`src/rtl/seq_mini_alu.sv`:
```
// Registered mini ALU: add/sub complete in one cycle, shifts iterate one bit per cycle.
// Valid/ready handshakes on both the operand and result sides.
module seq_mini_alu #(
    parameter int unsigned WIDTH = 8,
    parameter int unsigned RES_W = 32
) (
    input  logic             clk,
    input  logic             rst,
    input  logic             in_valid,
    output logic             in_ready,
    input  logic [WIDTH-1:0] op1,
    input  logic [WIDTH-1:0] op2,
    input  logic             operation,
    input  logic             sign,
    output logic             out_valid,
    input  logic             out_ready,
    output logic [RES_W-1:0] result,
    output logic             zero,
    output logic             borrow,
    output logic             busy
);

    localparam int unsigned CNT_W = $clog2(RES_W + 1);

    typedef enum logic [1:0] {
        StIdle,
        StShift,
        StDone
    } state_e;

    state_e             state_q, state_d;
    logic [RES_W-1:0]   acc_q, acc_d;
    logic [CNT_W-1:0]   cnt_q, cnt_d;
    logic               dir_q, dir_d;
    logic [RES_W-1:0]   result_q, result_d;
    logic               zero_q, zero_d;
    logic               borrow_q, borrow_d;

    logic [RES_W-1:0]   op1_ext;
    logic [RES_W-1:0]   op2_ext;
    logic [RES_W-1:0]   shifted;
    logic [CNT_W-1:0]   shift_amt;

    assign op1_ext = RES_W'(op1);
    assign op2_ext = RES_W'(op2);
    assign shifted = dir_q ? (acc_q >> 1) : (acc_q << 1);

    // Shift amounts at or beyond RES_W saturate: RES_W steps already clear acc.
    always_comb begin
        if (32'(op2) >= RES_W) begin
            shift_amt = CNT_W'(RES_W);
        end else begin
            shift_amt = CNT_W'(op2);
        end
    end

    always_comb begin
        state_d  = state_q;
        acc_d    = acc_q;
        cnt_d    = cnt_q;
        dir_d    = dir_q;
        result_d = result_q;
        zero_d   = zero_q;
        borrow_d = borrow_q;

        case (state_q)
            StIdle: begin
                if (in_valid) begin
                    borrow_d = 1'b0;
                    if (!operation) begin
                        if (sign) begin
                            result_d = op1_ext - op2_ext;
                            borrow_d = (op2 > op1);
                        end else begin
                            result_d = op1_ext + op2_ext;
                        end
                        zero_d  = (result_d == '0);
                        state_d = StDone;
                    end else if (shift_amt == '0) begin
                        result_d = op1_ext;
                        zero_d   = (op1_ext == '0);
                        state_d  = StDone;
                    end else begin
                        acc_d   = op1_ext;
                        cnt_d   = shift_amt;
                        dir_d   = sign;
                        state_d = StShift;
                    end
                end
            end
            StShift: begin
                acc_d = shifted;
                cnt_d = cnt_q - CNT_W'(1);
                if (cnt_q == CNT_W'(1)) begin
                    result_d = shifted;
                    zero_d   = (shifted == '0);
                    state_d  = StDone;
                end
            end
            StDone: begin
                if (out_ready) begin
                    state_d = StIdle;
                end
            end
            default: begin
                state_d = StIdle;
            end
        endcase
    end

    always_ff @(posedge clk or posedge rst) begin
        if (rst) begin
            state_q  <= StIdle;
            acc_q    <= '0;
            cnt_q    <= '0;
            dir_q    <= 1'b0;
            result_q <= '0;
            zero_q   <= 1'b0;
            borrow_q <= 1'b0;
        end else begin
            state_q  <= state_d;
            acc_q    <= acc_d;
            cnt_q    <= cnt_d;
            dir_q    <= dir_d;
            result_q <= result_d;
            zero_q   <= zero_d;
            borrow_q <= borrow_d;
        end
    end

    assign in_ready  = (state_q == StIdle);
    assign out_valid = (state_q == StDone);
    assign busy      = (state_q != StIdle);
    assign result    = result_q;
    assign zero      = zero_q;
    assign borrow    = borrow_q;

endmodule

```
`config.mk`:
```
export PLATFORM = sky130hd
export DESIGN_NAME = seq_mini_alu
export DESIGN_NICKNAME = d
export VERILOG_FILES = /design/src/rtl/seq_mini_alu.sv
export SDC_FILE = /design/constraint.sdc
export NUM_CORES = 1
export LEC_CHECK = 0
export ABC_CLOCK_PERIOD_IN_PS = 3500
export BUFFER_PORTS_ARGS = -buffer_cell sky130_fd_sc_hd__buf_2
export CAP_MARGIN = 20
export CORE_ASPECT_RATIO = 1.25
export CORE_UTILIZATION = 45
export CTS_BUF_LIST = sky130_fd_sc_hd__clkbuf_8
export CTS_CLUSTER_SIZE = 14
export DETAILED_ROUTE_END_ITERATION = 8
export HOLD_SLACK_MARGIN = 0.08
export PLACE_DENSITY = 0.64
export SYNTH_ARGS = -nofsm -noshare
export SYNTH_HDL_FRONTEND = slang
export SYNTH_SLANG_ARGS = --single-unit
```
`constraint.sdc`:
```
create_clock -name clk -period 3.5 [get_ports clk]
set_clock_uncertainty 0.1 [all_clocks]
set_input_delay 0.175 -clock clk [delete_from_list [all_inputs] [get_ports clk]]
set_output_delay 0.175 -clock clk [all_outputs]
set_load 0.02 [all_outputs]
```
After elaboration in Yosys (flattened, before gate mapping)
Index checks and enable logic that the tools add are counted.

Bits in registers: 75. Bits of input ports: 22. Output and inout bits: 37. Logic and storage cells: 66.

Add/subtract/negate cells: 3. $lt $le $gt $ge: 2. Equal/unequal tests: 9. Muxes and demuxes: 32. Bitwise gates (word level): 1. Reductions and logical operators: 12.

Operator list (number): 32-bit 2-to-1 mux (12); 32-bit case mux with 2 select lines (2); 32-bit zero test (3); 6-bit 2-to-1 mux (4); 6-bit case mux with 2 select lines (1); 4-bit AND reduction (3); 2-bit 2-to-1 mux (5); 8-bit by 8-bit adder with 9-bit output (1); 8-bit by 8-bit subtractor with 9-bit output (1); 8-bit by 6-bit greater-or-equal comparator with 1-bit output (second input constant) (1); 8-bit greater-than comparator (1); 6-bit by 1-bit equality test with 1-bit output (second input constant) (1); 6-bit zero test (1); 1-bit 2-to-1 mux (6); 2-bit != test (second input constant) (3); 2-bit case mux with 3 select lines (1); 6-bit by 1-bit subtractor with 6-bit output (second input constant) (1); 2-bit by 1-bit != test with 1-bit output (second input constant) (2); 2-bit nonzero test (2); 3-bit by 2-bit != test with 1-bit output (second input constant) (1); 3-bit AND reduction (1); 2-bit by 1-bit equality test with 1-bit output (second input constant) (1); 2-bit equality test (second input constant) (1); 2-bit zero test (1); 3 further kinds (3).

Depth between registers and ports, before layout
Depth after elaboration: 9. Depth in mapped cells: 11. Gate-level depth less buffers: 10.

Worst setup path before layout
Ideal clock, no wire load.

Path kind: register to register. Start: register state_q[1]. End: register result_q[1] (netlist: result[1]). Library setup time: 0.125 ns. Arrival time: 1.871 ns. Required time: 3.275 ns. Path slack: 1.405 ns. Cell stages (with the launch flop): 8. Path buffers: 2. Clock period less this slack: 2.095 ns. Cell sequence: dfrtp_1 -> nor2_1 -> nand2_1 -> nor2_1 -> a21o_1 -> buf_4 -> buf_4 -> mux2_2.

Cells in the longest elaborated chain, start to end: 3. Elaborated cells on any way between the ends: 8. Those cells by class: eq/ne (4); mux (1); reduce/logical (3).

Ends and longest elaborated chain: start, declared (line 31) `state_e state_q, state_d;`; start signal, assigned (line 113) `state_q <= StIdle;`; start signal, assigned (line 121) `state_q <= state_d;`; 2-bit zero test *; named net in_ready (line 10) `output logic in_ready,`; 3-bit by 2-bit != test with 1-bit output (no line), or another cell as far along; 4-bit AND reduction (no line); end signal, assigned (line 125) `result_q <= result_d;`; end, declared (line 35) `logic [RES_W-1:0] result_q, result_d;`.

The timed path passes the listed nets; every way through them passes the cells marked *. A chain may end at the register's enable or synchronous reset.

Final worst setup path
Start: input port op2[3]. End: register result_q[4] (netlist: result[4]).

Cells in the longest elaborated chain, start to end: 8. Elaborated cells on any way between the ends: 14. Those cells by class: add/sub (2); order compare (1); eq/ne (1); mux (8); reduce/logical (2).

Ends and longest elaborated chain: start, declared (line 12) `input logic [WIDTH-1:0] op2,`; 8-bit by 8-bit adder with 9-bit output / 8-bit by 8-bit subtractor with 9-bit output (equally long branches) (line 75, 72); 32-bit 2-to-1 mux (line 71) `if (sign) begin`; 32-bit 2-to-1 mux (line 70) `if (!operation) begin`; 32-bit 2-to-1 mux (line 68) `if (in_valid) begin`; 32-bit 2-to-1 mux (line 66) `case (state_q)`; 32-bit 2-to-1 mux (line 70); 32-bit 2-to-1 mux (line 68); 32-bit case mux with 2 select lines (line 66).

Several ways; a longest one is shown, not always the timed one. The select of a mux whose other input is x is not followed.

==> results.cfg <==
[logic_synthesis]
netlist_area_um2 = 4390
yosys_warnings = 0
yosysSeqAreaShare_pct = 42.7
synth_async_sr_flop_share_pct = 100
synth_cells = 461
syn_nets = 503
synth-edff-count = 0
avgSynthCellArea_um2 = 9.53
ys_ff_latch = 75
ys.flop_type = sky130_fd_sc_hd__dfrtp_1
synth_cell_types = 55

[layout]
nFillCells = 837
fraction_of_layout_cells_with_a_size_suffix_above_1_pct = 18.0
final_cell_mix = 75 x sky130_fd_sc_hd__dfrtp_1, 58 x sky130_fd_sc_hd__nor2_1, 58 x sky130_fd_sc_hd__buf_2
combined_area_of_the_multi_input_logic_cells_um2 = 2300
final_net_count = 564
sequential_cell_area_um2 = 1880
antenna-diode-count = 0
synthToLayoutAreaGrowth_pct = 15.2
final_common_cell = sky130_fd_sc_hd__dfrtp_1

[pwr]
power_leakage_nw = 2.53
power.density_cell_area_nw_per_um2 = 788
max-vdd-ir-drop_v = 0.000597

[grt]
overflow = 0
globalRouteTotalUtil_pct = 22.7
number_of_antenna_violations_at_the_first_check_in_global_routing = 0
first_global_vias = 3736
grt_first_pass_wirelength_mm = 18.2
grt_max_degree = 43

[critical_path]
crit_family = buffers and inverters
cp_data_required_time_ns = 3.64
timing.critical_path.cells = dlygate4sd3_1 > buf_2 > inv_1 > ha_1 > nor2b_1 > a2111oi_0 > a21oi_1 > xnor2_1 > nand2_1 > a31oi_1 > mux2_2
critPathKind = in2reg
cp-start-kind = input port
max_stage_delay_ns = 0.52
worstPathMaxFanout = 12
crit_path_end_kind = flip-flop
reg2reg_setup_slack_ns = 1.12
cp_num_buf_inv = 3
data_arrival_at_the_endpoint_of_the_critical_path_ns = 2.81
cpMaxStageDelayCell = sky130_fd_sc_hd__dlygate4sd3_1

[place]
dpl.hpwl_mm = 7.90
worst_setup_slack_post_dpl_ns = 1.04
numPortBuffers = 58
gpl_congestion = 0.896

[clock_network]
tritoncts = yes
cts.htree.levels = 3
path_clk_slew_ns = 0.08
clk_root_buffer_cell = sky130_fd_sc_hd__clkbuf_8
clk_path_buf_depth = 2
post_cts.repair.setup_buffers = 0
cts_made_buffers = 9
clk_latency_ns = 0.36
cts.repair.resized = 0
cts_hold_buffers = 11
cts.sinks = 75

[floorplan]
core.rowCount = 39
io_pins = 59
dieWidth_um = 90.4
die_area_um2 = 10200
dieHeight_um = 112
core_region_area_um2 = 9320
initial_core_util_pct = 47.1

[routing]
drt-pass1-iter-count = 4
wl_per_cell_um = 16.7
detail_route.wirelength_mm = 10.9
vias = 3656
detail_route.drc_violations = 0
drt.antenna.violating_nets = 0
vias_per_cell = 5.62
drt_iter0_drc = 161

[sta]
setup_viol_count_final = 0
fin_crit_sh_pct = 76.1
clock.fmax_ghz = 0.376
setup_slack_ns = 0.838
period_needed_ns = 2.66
hold_viol = 0
drv_slew = 0
setup_total_negative_slack_ns = 0
worst_pin_slew_ns = 0.922
rsz0062_at_grt = no
maxSlewHeadroom_pct = 38.5

[status]
outcome = complete, no violations

[hold_path]
min_path_type = in2reg

[job]
drv_cap = 0
## logic make-up after synthesis
family	after synthesis	share of synthesized area [%]
XOR/XNOR	4	0.797
adder cells (fa/ha/maj)	20	6.04
buffers and inverters	48	4.93
multiplexers	31	7.18
AO/OA/AOI/OAI	134	22.0
AND/OR/NAND/NOR	149	16.4
flip-flops	75	42.7
## where the power goes
group,leakage (nW),switching [mW],internal [mW]
combinational,1.50,1.08,0.730
clock,0.0962,0.342,0.334
sequential,0.931,0.294,1.21
## through the flow
step	hold slack, ns	util [%]	area (µm²)	instances	power [mW]
finish	0.109	54.3	5060	650	3.99
global route	0.115	54.3	5060	650	4.28
CTS	0.0835	54.3	5060	650	4.03
detailed placement	0.197	51.0	4750	623	3.33
global placement	0.193	51.0	4750	623	3.29
floorplan	0.230	-	4390	461	2.82
## routing by layer
metal	part of all wire, %	global-route usage [%]	wire length [µm]	up-vias
met5	0	0	0	-
met4	1.8	8.71	198	0
met3	3.9	3.59	424	16
met2	50	39.5	5400	86
met1	44	28.1	4830	1765
li1	-	-	-	1789
## worst min-delay path, stage by stage
cell,delay [ns]
sky130_fd_sc_hd__buf_2,0.15
sky130_fd_sc_hd__a21oi_1,0.15
sky130_fd_sc_hd__nor2_1,0.06
## path summary, 6_finish.rpt
check,depth (start not counted),end,from
min,3,cnt_q[2],op2[2]
min in group asynchronous,3,result[10],rst
min reg2reg,2,borrow,borrow
max reg2reg,6,result[2],state_q[1]
max in group asynchronous,4,acc_q[9],rst
max,11,result[4],op2[3]
## sequential cells by signal, summed over array words and instances, names as in the netlist
register,count
state_q,2
borrow,1
result,32
acc_q,32
cnt_q,6
dir_q,1
zero,1
## cell type report
cell class,instances,area share (%)
multi-input combinational,338,45.4
tap,123,3.04
clock buffer,9,2.45
clock inverter,7,1.51
sequential,75,37.1
inverter,23,1.71
timing repair buffer,75,8.80
## Yosys cell counts, types with 2 or more instances
library cell	number	area, µm²
sky130_fd_sc_hd__nand4_1	5	31.3
sky130_fd_sc_hd__nand3_1	6	30.0
sky130_fd_sc_hd__nand2_1	28	105
sky130_fd_sc_hd__a21o_1	27	203
sky130_fd_sc_hd__o21a_1	4	30.0
sky130_fd_sc_hd__a31oi_1	14	87.6
sky130_fd_sc_hd__and3_1	2	12.5
sky130_fd_sc_hd__nor3b_1	2	15.0
sky130_fd_sc_hd__a21oi_1	28	140
sky130_fd_sc_hd__mux2i_1	27	270
sky130_fd_sc_hd__ha_1	18	225
sky130_fd_sc_hd__buf_2	14	70.1
sky130_fd_sc_hd__o21ai_0	8	40.0
sky130_fd_sc_hd__o2bb2ai_1	2	17.5
sky130_fd_sc_hd__o211ai_1	2	15.0
sky130_fd_sc_hd__fa_1	2	40.0
sky130_fd_sc_hd__nand2b_1	5	31.3
sky130_fd_sc_hd__dfrtp_1	75	1880
sky130_fd_sc_hd__clkbuf_1	6	22.5
sky130_fd_sc_hd__a221oi_2	2	30.0
sky130_fd_sc_hd__nor2_1	58	218
sky130_fd_sc_hd__mux2_2	4	45.0
sky130_fd_sc_hd__a211oi_1	8	60.1
sky130_fd_sc_hd__inv_1	22	82.6
sky130_fd_sc_hd__a221oi_1	2	17.5
sky130_fd_sc_hd__o41ai_1	2	17.5
sky130_fd_sc_hd__nor4_1	8	50.1
sky130_fd_sc_hd__xnor2_1	4	35.0
sky130_fd_sc_hd__o22a_1	23	201
sky130_fd_sc_hd__nor2b_1	12	75.1
sky130_fd_sc_hd__buf_4	5	37.5
sky130_fd_sc_hd__nor3_1	13	65.1
(Power assumes the default switching activity.)
